==> src/rtl/hazard_pkg.sv <==
// Shared types and constants for the pipeline hazard unit.
// HAZARD_FORWARDING_EN (defined in the top) selects forwarding instead of RAW stalls.
package hazard_pkg;

    typedef enum logic [1:0] {
        FWD_RF = 2'b00,
        FWD_W  = 2'b01,
        FWD_M  = 2'b10
    } fwd_sel_e;

    typedef enum logic {
        ST_IDLE     = 1'b0,
        ST_MEM_WAIT = 1'b1
    } hz_state_e;

    localparam logic [1:0]  RESULT_SRC_LOAD = 2'b01;
    localparam logic [7:0]  WAIT_LIMIT      = 8'd255;
    localparam logic [15:0] STALL_CNT_MAX   = 16'hFFFF;

    // x0 is hardwired to zero, so it never creates a dependency.
    function automatic logic raw_match(input logic [4:0] rs,
                                       input logic [4:0] rd,
                                       input logic       we);
        return we && (rd != 5'd0) && (rs == rd);
    endfunction

    function automatic fwd_sel_e fwd_select(input logic [4:0] rs,
                                            input logic [4:0] rd_m,
                                            input logic       we_m,
                                            input logic [4:0] rd_w,
                                            input logic       we_w);
        fwd_sel_e sel;
        sel = FWD_RF;
        if (raw_match(rs, rd_m, we_m)) begin
            sel = FWD_M;
        end else if (raw_match(rs, rd_w, we_w)) begin
            sel = FWD_W;
        end
        return sel;
    endfunction

endpackage

==> src/rtl/hazard_unit_if.sv <==
// Pipeline-to-hazard-unit signal bundle. The pipeline (master) drives register
// indices and stage status; the hazard unit (slave) returns stall/flush/forward controls.
interface hazard_unit_if;

    logic [4:0]  Rs1D, Rs2D, Rs1E, Rs2E;
    logic [4:0]  RdE, RdM, RdW;
    logic        RegWriteE, RegWriteM, RegWriteW;
    logic [1:0]  ResultSrcE;
    logic        PCSrcE, MemReqM, MemReadyM;

    logic [1:0]  ForwardAE, ForwardBE;
    logic        StallF, StallD, StallE, StallM;
    logic        FlushD, FlushE, FlushW;
    logic        MemTimeout;
    logic [15:0] StallCount;

    modport master (
        output Rs1D, Rs2D, Rs1E, Rs2E, RdE, RdM, RdW,
        output RegWriteE, RegWriteM, RegWriteW, ResultSrcE,
        output PCSrcE, MemReqM, MemReadyM,
        input  ForwardAE, ForwardBE, StallF, StallD, StallE, StallM,
        input  FlushD, FlushE, FlushW, MemTimeout, StallCount
    );

    modport slave (
        input  Rs1D, Rs2D, Rs1E, Rs2E, RdE, RdM, RdW,
        input  RegWriteE, RegWriteM, RegWriteW, ResultSrcE,
        input  PCSrcE, MemReqM, MemReadyM,
        output ForwardAE, ForwardBE, StallF, StallD, StallE, StallM,
        output FlushD, FlushE, FlushW, MemTimeout, StallCount
    );

endinterface

==> src/rtl/hazard_perf_cnt.sv <==
// Saturating 16-bit counter of stalled fetch cycles; holds at all-ones instead of wrapping.
module hazard_perf_cnt
    import hazard_pkg::*;
(
    input  logic        clk,
    input  logic        reset,
    input  logic        inc,
    output logic [15:0] count
);

    logic [15:0] count_q, count_d;

    always_comb begin
        count_d = count_q;
        if (inc && (count_q != STALL_CNT_MAX)) begin
            count_d = count_q + 16'd1;
        end
    end

    always_ff @(posedge clk) begin
        if (reset) begin
            count_q <= '0;
        end else begin
            count_q <= count_d;
        end
    end

    assign count = count_q;

endmodule

==> src/rtl/hazard_unit.sv <==
// Pipeline hazard unit: data-memory wait FSM with watchdog, load-use/RAW stalls,
// branch flushes and operand forwarding (forwarding only with HAZARD_FORWARDING_EN).
//
// state       | meaning
// ST_IDLE     | no outstanding data-memory wait (a 0-wait access never leaves here)
// ST_MEM_WAIT | data memory busy; wait counter running toward WAIT_LIMIT
module hazard_unit
    import hazard_pkg::*;
(
    input  logic         clk,
    input  logic         reset,
    hazard_unit_if.slave hz
);

    hz_state_e   state_q, state_d;
    logic [7:0]  wait_cnt_q, wait_cnt_d;
    logic        timeout_q, timeout_d;

    logic        mem_stall;
    logic        hazard_stall;
    logic        hazard_eff;
    logic        branch_flush;
    logic        stall_f, stall_d, stall_e, stall_m;
    logic        flush_d, flush_e, flush_w;
    logic [1:0]  fwd_a, fwd_b;
    logic [15:0] stall_count;

    assign mem_stall = hz.MemReqM & ~hz.MemReadyM;

`ifdef HAZARD_FORWARDING_EN
    logic load_e;

    assign load_e       = (hz.ResultSrcE == RESULT_SRC_LOAD);
    assign hazard_stall = load_e & (raw_match(hz.Rs1D, hz.RdE, hz.RegWriteE) |
                                    raw_match(hz.Rs2D, hz.RdE, hz.RegWriteE));
    assign fwd_a = fwd_select(hz.Rs1E, hz.RdM, hz.RegWriteM, hz.RdW, hz.RegWriteW);
    assign fwd_b = fwd_select(hz.Rs2E, hz.RdM, hz.RegWriteM, hz.RdW, hz.RegWriteW);
`else
    logic unused_fwd_inputs;

    // Without forwarding, any pending write in E or M must land before Decode reads it.
    assign hazard_stall = raw_match(hz.Rs1D, hz.RdE, hz.RegWriteE) |
                          raw_match(hz.Rs2D, hz.RdE, hz.RegWriteE) |
                          raw_match(hz.Rs1D, hz.RdM, hz.RegWriteM) |
                          raw_match(hz.Rs2D, hz.RdM, hz.RegWriteM);
    assign fwd_a = FWD_RF;
    assign fwd_b = FWD_RF;
    assign unused_fwd_inputs = ^{hz.Rs1E, hz.Rs2E, hz.RdW, hz.RegWriteW,
                                 (hz.ResultSrcE == RESULT_SRC_LOAD)};
`endif

    always_comb begin
        state_d    = state_q;
        wait_cnt_d = wait_cnt_q;
        timeout_d  = timeout_q;
        unique case (state_q)
            ST_IDLE: begin
                if (mem_stall) begin
                    state_d    = ST_MEM_WAIT;
                    wait_cnt_d = '0;
                end
            end
            ST_MEM_WAIT: begin
                if (hz.MemReadyM) begin
                    state_d = ST_IDLE;
                end else begin
                    if (wait_cnt_q != WAIT_LIMIT) begin
                        wait_cnt_d = wait_cnt_q + 8'd1;
                    end
                    if (wait_cnt_d == WAIT_LIMIT) begin
                        timeout_d = 1'b1;
                    end
                end
            end
            default: state_d = ST_IDLE;
        endcase
    end

    // A memory stall freezes everything; branch and hazard resolve once it lifts.
    always_comb begin
        hazard_eff   = hazard_stall & ~mem_stall;
        branch_flush = hz.PCSrcE & ~mem_stall;

        flush_d = branch_flush;
        flush_e = branch_flush | hazard_eff;
        flush_w = mem_stall;
        stall_f = mem_stall | hazard_eff;
        stall_d = (mem_stall | hazard_eff) & ~flush_d;
        stall_e = mem_stall & ~flush_e;
        stall_m = mem_stall;

        if (reset) begin
            flush_d = 1'b1;
            flush_e = 1'b1;
            flush_w = 1'b1;
            stall_f = 1'b0;
            stall_d = 1'b0;
            stall_e = 1'b0;
            stall_m = 1'b0;
        end
    end

    always_ff @(posedge clk) begin
        if (reset) begin
            state_q    <= ST_IDLE;
            wait_cnt_q <= '0;
            timeout_q  <= 1'b0;
        end else begin
            state_q    <= state_d;
            wait_cnt_q <= wait_cnt_d;
            timeout_q  <= timeout_d;
        end
    end

    hazard_perf_cnt u_perf_cnt (
        .clk   (clk),
        .reset (reset),
        .inc   (stall_f),
        .count (stall_count)
    );

    assign hz.ForwardAE  = reset ? 2'b00 : fwd_a;
    assign hz.ForwardBE  = reset ? 2'b00 : fwd_b;
    assign hz.StallF     = stall_f;
    assign hz.StallD     = stall_d;
    assign hz.StallE     = stall_e;
    assign hz.StallM     = stall_m;
    assign hz.FlushD     = flush_d;
    assign hz.FlushE     = flush_e;
    assign hz.FlushW     = flush_w;
    assign hz.MemTimeout = timeout_q;
    assign hz.StallCount = stall_count;

endmodule
==> src/flat_wrapper.sv <==
// flat-port wrapper written by rule: the top's interface ports become plain ports
module hazard_unit_flat import hazard_pkg::*;
  (clk, reset, hz_Rs1D, hz_Rs2D, hz_Rs1E, hz_Rs2E, hz_RdE, hz_RdM, hz_RdW, hz_RegWriteE, hz_RegWriteM, hz_RegWriteW, hz_ResultSrcE, hz_PCSrcE, hz_MemReqM, hz_MemReadyM, hz_ForwardAE, hz_ForwardBE, hz_StallF, hz_StallD, hz_StallE, hz_StallM, hz_FlushD, hz_FlushE, hz_FlushW, hz_MemTimeout, hz_StallCount);
  hazard_unit_if hz_i ();
  input  logic clk;
  input  logic reset;
  input wire logic [$bits(hz_i.Rs1D)-1:0] hz_Rs1D;
  input wire logic [$bits(hz_i.Rs2D)-1:0] hz_Rs2D;
  input wire logic [$bits(hz_i.Rs1E)-1:0] hz_Rs1E;
  input wire logic [$bits(hz_i.Rs2E)-1:0] hz_Rs2E;
  input wire logic [$bits(hz_i.RdE)-1:0] hz_RdE;
  input wire logic [$bits(hz_i.RdM)-1:0] hz_RdM;
  input wire logic [$bits(hz_i.RdW)-1:0] hz_RdW;
  input wire logic [$bits(hz_i.RegWriteE)-1:0] hz_RegWriteE;
  input wire logic [$bits(hz_i.RegWriteM)-1:0] hz_RegWriteM;
  input wire logic [$bits(hz_i.RegWriteW)-1:0] hz_RegWriteW;
  input wire logic [$bits(hz_i.ResultSrcE)-1:0] hz_ResultSrcE;
  input wire logic [$bits(hz_i.PCSrcE)-1:0] hz_PCSrcE;
  input wire logic [$bits(hz_i.MemReqM)-1:0] hz_MemReqM;
  input wire logic [$bits(hz_i.MemReadyM)-1:0] hz_MemReadyM;
  output wire logic [$bits(hz_i.ForwardAE)-1:0] hz_ForwardAE;
  output wire logic [$bits(hz_i.ForwardBE)-1:0] hz_ForwardBE;
  output wire logic [$bits(hz_i.StallF)-1:0] hz_StallF;
  output wire logic [$bits(hz_i.StallD)-1:0] hz_StallD;
  output wire logic [$bits(hz_i.StallE)-1:0] hz_StallE;
  output wire logic [$bits(hz_i.StallM)-1:0] hz_StallM;
  output wire logic [$bits(hz_i.FlushD)-1:0] hz_FlushD;
  output wire logic [$bits(hz_i.FlushE)-1:0] hz_FlushE;
  output wire logic [$bits(hz_i.FlushW)-1:0] hz_FlushW;
  output wire logic [$bits(hz_i.MemTimeout)-1:0] hz_MemTimeout;
  output wire logic [$bits(hz_i.StallCount)-1:0] hz_StallCount;
  assign hz_i.Rs1D = hz_Rs1D;
  assign hz_i.Rs2D = hz_Rs2D;
  assign hz_i.Rs1E = hz_Rs1E;
  assign hz_i.Rs2E = hz_Rs2E;
  assign hz_i.RdE = hz_RdE;
  assign hz_i.RdM = hz_RdM;
  assign hz_i.RdW = hz_RdW;
  assign hz_i.RegWriteE = hz_RegWriteE;
  assign hz_i.RegWriteM = hz_RegWriteM;
  assign hz_i.RegWriteW = hz_RegWriteW;
  assign hz_i.ResultSrcE = hz_ResultSrcE;
  assign hz_i.PCSrcE = hz_PCSrcE;
  assign hz_i.MemReqM = hz_MemReqM;
  assign hz_i.MemReadyM = hz_MemReadyM;
  assign hz_ForwardAE = hz_i.ForwardAE;
  assign hz_ForwardBE = hz_i.ForwardBE;
  assign hz_StallF = hz_i.StallF;
  assign hz_StallD = hz_i.StallD;
  assign hz_StallE = hz_i.StallE;
  assign hz_StallM = hz_i.StallM;
  assign hz_FlushD = hz_i.FlushD;
  assign hz_FlushE = hz_i.FlushE;
  assign hz_FlushW = hz_i.FlushW;
  assign hz_MemTimeout = hz_i.MemTimeout;
  assign hz_StallCount = hz_i.StallCount;
  hazard_unit u_core (.clk(clk), .reset(reset), .hz(hz_i));
endmodule
==> config.mk <==
export PLATFORM = sky130hd
export DESIGN_NAME = hazard_unit_flat
export DESIGN_NICKNAME = d
export VERILOG_FILES = /design/src/rtl/hazard_pkg.sv /design/src/rtl/hazard_unit_if.sv /design/src/rtl/hazard_perf_cnt.sv /design/src/rtl/hazard_unit.sv /design/src/flat_wrapper.sv
export SDC_FILE = /design/constraint.sdc
export NUM_CORES = 1
export LEC_CHECK = 0
export CAP_MARGIN = 20
export CORE_UTILIZATION = 39
export DETAILED_ROUTE_END_ITERATION = 12
export HOLD_SLACK_MARGIN = 0.12
export PLACE_DENSITY_LB_ADDON = 0.08
export SKIP_CTS_REPAIR_TIMING = 1
export SLEW_MARGIN = 20
export SYNTH_ARGS = -nofsm -noshare
export SYNTH_HDL_FRONTEND = slang
export SYNTH_SLANG_ARGS = --single-unit
==> constraint.sdc <==
create_clock -name clk -period 2.01 [get_ports clk]
set_input_delay 0.3015 -clock clk [delete_from_list [all_inputs] [get_ports clk]]
set_output_delay 0.3015 -clock clk [all_outputs]
set_load 0.05 [all_outputs]
# ---- Word level (Yosys, flattened, before mapping)
# Cells that the tools add are included.
dict set report op_classes {
  addsub 2
  n_eq_ne 9
  muxes 16
  n_bitwise 15
  reduce_logical 11
}
# op count
set ops {}
lappend ops {{$mux 8} 5}
lappend ops {{$eq 5x5->1} 4}
lappend ops {{$add 16x1->16 const B} 1}
lappend ops {{$ne 16x16->1 const B} 1}
lappend ops {{$pmux 8 s2} 1}
lappend ops {{$reduce_bool 5->1} 2}
lappend ops {{$mux 1} 9}
lappend ops {{$add 8x1->8 const B} 1}
lappend ops {{$eq 8x8->1 const B} 1}
lappend ops {{$ne 8x8->1 const B} 1}
lappend ops {{$logic_and 1x1->1} 7}
lappend ops {{$and 1x1->1} 5}
lappend ops {{$not 1->1} 5}
lappend ops {{$or 1x1->1} 5}
lappend ops {{$reduce_and 3->1} 1}
lappend ops {{$ne 2x1->1 const B} 1}
lappend ops {{$ne 2x2->1 const B} 1}
lappend ops {{$pmux 1 s2} 1}
lappend ops {{$reduce_and 2->1} 1}
dict set report word_totals {
  ff_bits 26
  inputBits 45
  out_inout_bits 28
  wordCells 57
}

# ---- Depth between registers and ports, before layout
dict set report logic_depth {
  ltp_word 11
  mapped_depth 9
  depth_no_buf 7
}

# ---- Hierarchy
# A second synthesis with hierarchy kept.
dict set report hier_totals {
  hier_cells 222
  hier_area_um2 1791.7
}
# mod n_inst cells_per_inst area_each_um2 seq_area_each_um2
set by_module_without_submodules {}
lappend by_module_without_submodules {hazard_unit 1 123 943.4 200.2}
lappend by_module_without_submodules {hazard_perf_cnt 1 99 848.3 320.3}

# ---- Least setup slack after synthesis
# Ideal clock, no wire load.
dict set report synth_path {
  path_kind {register to register}
  from {register u_core.u_perf_cnt.count_q[0], in the netlist u_core.u_perf_cnt.count[0]}
  to {register u_core.u_perf_cnt.count_q[14], in the netlist u_core.u_perf_cnt.count[14]}
  setup_time_ns 0.070
  t_arrival_ns 2.367
  required_ns 1.940
  path_slack_ns -0.427
  path_stages_with_launch 10
  path_buffers 2
  synth_period_minus_slack_ns 2.437
  path_cell_list {dfxtp_1 > ha_1 > nand2_1 > nor4_2 > and3_1 > buf_6 > or4_1 > buf_2 > or4_1 > a21oi_1}
}
dict set report synth_via {
  elab_chain_len 2
  elab_cells_between_ends 3
  classes_between {1 x add/sub; 1 x eq/ne; 1 x reduce/logical}
}
# item line
set synth_rtl {}
lappend synth_rtl {{start: declaration} hazard_perf_cnt.sv:11} ;# logic [15:0] count_q, count_d;
lappend synth_rtl {{start signal: assignment} hazard_perf_cnt.sv:24} ;# count_q <= count_d;
lappend synth_rtl {{branches (longest 2 deep; another with $add 16x1->16)} --}
# Parallel ways; which one is timed is not known.
# A chain may end at the register's enable or synchronous reset.

# ---- Worst setup path in the final report
dict set report layout_path {
  from {input hz_RdM[4]}
  to {output hz_StallD}
}
dict set report layout_via {
  elab_chain_len 9
  elab_cells_between_ends 12
  classes_between {2 x eq/ne; 1 x mux; 5 x bitwise; 4 x reduce/logical}
}
# item line
set layout_rtl {}
lappend layout_rtl {{start: declaration} flat_wrapper.sv:12} ;# input wire logic [$bits(hz_i.RdM)-1:0] hz_RdM;
lappend layout_rtl {{$reduce_bool 5->1} hazard_pkg.sv:24} ;# return we && (rd != 5'd0) && (rs == rd);
lappend layout_rtl {{$logic_and 1x1->1 (2 in a row)} hazard_pkg.sv:24}
lappend layout_rtl {{$or 1x1->1} hazard_unit.sv:43} ;# raw_match(hz.Rs2D, hz.RdE, hz.RegWriteE) |
lappend layout_rtl {{$or 1x1->1 *} hazard_unit.sv:44} ;# raw_match(hz.Rs1D, hz.RdM, hz.RegWriteM) |
lappend layout_rtl {{$and 1x1->1 *} hazard_unit.sv:81} ;# hazard_eff = hazard_stall & ~mem_stall;
lappend layout_rtl {{$or 1x1->1 *} hazard_unit.sv:88} ;# stall_d = (mem_stall | hazard_eff) & ~flush_d;
lappend layout_rtl {{$and 1x1->1 *} hazard_unit.sv:88}
lappend layout_rtl {{$mux 1 *} hazard_unit.sv:92} ;# if (reset) begin
lappend layout_rtl {{end: declaration} flat_wrapper.sv:24} ;# output wire logic [$bits(hz_i.StallD)-1:0] hz_StallD;
# Mark *: on every way between the ends. The rest lies on a longest branch, timed or not.

==> summary.txt <==
Run status
  • Status: complete, but fails checks
  • Failing checks: setup timing

Cells and area
  • Seq. cell area: approximately 540 sq um
  • Syn-to-layout area delta: 58.56%
  • N_diodes: 0
  • Fillcell total: around 370
  • Non-Filler Instances: approximately 350
  • Final Util: approximately 65%
  • Multi-input logic area: roughly 0.0013 sq mm
  • Final nets: around 350
  • Layout cells sized above 1: ~32%

Drt
  • Vias post-DR: roughly 1.9k
  • DR vias/cell: around 5.5
  • Routed wire length: 4.836 mm
  • Initial drt markers: 73
  • Final antenna-violating net count: 0
  • First-pass iteration count of the detailed router: 4
  • DR DRC count: 0
  • Wirelength per Cell: between 10 and 15 microns

Global routing
  • Vias in the first global route: between 1.5k and 2k
  • Initial antenna violation count: 0
  • Largest net degree at the start of global routing: 24
  • GR Overflow Total: 0
  • Global Route Usage Sum: 19.19%
  • Global-route wire length before repair: 7.748 mm

Place
  • GPL Wtd Cong: 0.8487
  • Post-Place Cells: approximately 340
  • Place WS: -533.6 ps
  • HPWL after DPL: between 3 and 4 mm
  • IO buf count: 50

Die
  • Core area: 0.004354 sq mm
  • Initial core utilization: 40.78%
  • Die footprint: 0.004826 sq mm
  • # rows: 24
  • IO Pins: 73
  • Die Height: approximately 70 microns
  • Die outline width: a little under 70 microns

Pwr
  • Pint: ~970 uW
  • Switching portion of total power: between 20% and 30%
  • Clock power frac: around a third
  • P_leak: 0.001086 uW
  • PD cells: 474.2 mW/mm^2
  • Sequential group share of total power: about two fifths
  • Switch Pwr: roughly 370 uW
  • Logic pwr share: approximately 28%
  • Peak VDD IR: ~0.00030 V

Clock network
  • Sink Count: 26
  • Buffers from clock root to sink, at most: 2
  • Clk Latency, worst-skew pair: around 270 ps
  • Root Driver: clkbuf_8
  • Clock transition at path regs: approximately 90 ps
  • CTS Buf Count: 3
  • CTS tree: done
  • H-tree levels: 1

Setup path
  • Crit path buf inv count: 3
  • R2R Setup Slk: roughly 50 ps
  • WP data arrival: between 1500 and 2000 ps
  • Most common cell on crit path: buf_6
  • Setup CP Type: input pin to output port
  • CP required: roughly 1700 ps
  • CP endpoint kind: output port
  • Slowest-stage cell, CP: or4_4
  • CP Cell Sequence: buf_6 -> or4_4 -> o21a_1 -> a221oi_2 -> buf_6 -> nor2_2 -> buf_6
  • CP Max Fanout: 5
  • FF-to-FF path depth: 7
  • Max stage delay on crit path: between 500 and 600 ps
  • Startpoint types: input pin
  • Critical path depth: 7
  • CP delay by family, top: simple AND/OR/NAND/NOR gates

Yosys
  • Seq/Total Area, Yosys: between 20 and 30%
  • Commonest cells in the netlist: 26 x dfxtp_1, 20 x a21oi_1, 20 x xnor2_1
  • Seq cells post-synth: 26
  • Top cells by area in the synthesized netlist: dfxtp_1 29%, xnor2_1 9.9%, a21oi_1 5.6%, or4_1 4.2%, o21ai_0 3.4%
  • Post-synth EDFFs: 0
  • Dominant synthesized flop cell: dfxtp_1
  • Most common cell in the netlist: dfxtp_1
  • Area leader, netlist: dfxtp_1
  • Cells after Synth: approximately 230
  • Synth Warn #: 0
  • Ys async rst share: 0%
  • Syn avg cell area: slightly below 8 sq um
  • Synth top area share: between 20 and 30%
  • Library cells used by synthesis: 50
  • Post-synthesis cell area: approximately 0.0018 sq mm

Timing
  • Slew @ Worst Pin: between 400 and 500 ps
  • Final setup margin: -110.9 ps
  • Final Max Tran Viols: 0
  • Period utilization: 105.5%
  • Worst Skew: ~12 ps
  • Minimum clock period: between 2000 and 2500 ps
  • Setup violations, final: 3
  • RSZ-0062 raised after global routing: yes
  • Final Hold Viols: 0
  • Fmax: 0.4715 GHz
  • Slew Limit Headroom: between 60% and 70%

Min path
  • Worst hold stages: 2
  • HP Class: register to register

Job
  • Max capacitance violation total: 0
-- layout make-up --
cell class,count,area share [%]
sequential,26,19.29
clock inverter,1,1.067
timing repair buffer,84,29.69
clock buffer,3,1.467
tap,52,2.311
multi-input combinational,183,45.78
inverter,3,0.4000
-- power groups by stage --
| stage | Combinational [uW] | Clock, uW | Sequential [uW] |
|---|---|---|---|
| after floorplan | 155 | 0 | 559 |
| after global placement | 327 | 0 | 541 |
| after detailed placement | 330 | 0 | 541 |
| after CTS | 331 | 447 | 529 |
| after global routing | 390 | 473 | 531 |
| final | 367 | 439 | 529 |
-- cells by family after synthesis --
logic type                 share of synthesized area, %
adders and majority gates                         1.409
xor gates and xnor gates                          10.36
AOI/OAI and AO/OA                                 21.42
DFF                                               29.32
and+or+nand+nor                                   30.51
other                                            0.2112
buffers and inverters                             5.568
muxes                                             1.198
-- worst register-to-register path, stage by stage, from the launching register on --
cell     delay [ps]
dfxtp_4         380
ha_4            170
nand2_2          80
nor4_2           50
and3_1          190
or4_4           470
or4_4           440
a21oi_2         120
-- through the flow --
step | instance area, sq um | TNS (ps) | total power [uW] | hold WS, ps
finish | 2815 | -229.5 | 1335 | 498.1
global route | 2815 | -626.4 | 1393 | 532.8
CTS | 2644 | -3714 | 1307 | 500.9
detailed placement | 2572 | -8345 | 871.2 | 487.4
global placement | 2572 | -7742 | 867.7 | 460.6
floorplan | 1839 | -338.3 | 714.0 | 509.2
-- path summary, 6_finish.rpt --
check                             startpoint                     endpoint
hold reg to reg         u_core.hz.MemTimeout         u_core.hz.MemTimeout
setup / recovery                   hz_RdM[4]                    hz_StallD
setup reg to reg  u_core.u_perf_cnt.count[1]  u_core.u_perf_cnt.count[10]
hold / removal          u_core.hz.MemTimeout         u_core.hz.MemTimeout
-- layout by cell type, fill, tap and decap left out, drive strengths merged, types with 11 or more instances in the layout --
master | Yosys | layout
or4 | 11 | 11
dfxtp | 26 | 26
nand2 | 12 | 12
nor2 | 16 | 16
clkdlybuf4s50 | 0 | 23
dlymetal6s2s | 0 | 12
nand3 | 12 | 12
o21ai | 12 | 12
buf | 9 | 45
xnor2 | 20 | 20
a21oi | 20 | 20
-- registers in the layout (all words and copies together), names as in the netlist --
name / flops
u_core.wait_cnt_q: 8
u_core.state_q: 1
u_core.u_perf_cnt.count: 16
u_core.hz.MemTimeout: 1
-- metal layers --
layer	share of wire, %	up-vias	GRT usage (%)
met5	0	-	0
met4	0.56	0	4.082
met3	3.3	2	3.779
met2	52	45	32.90
met1	44	915	24.86
li1	-	980	-
No activity file was read; power rests on OpenSTA's default activity.
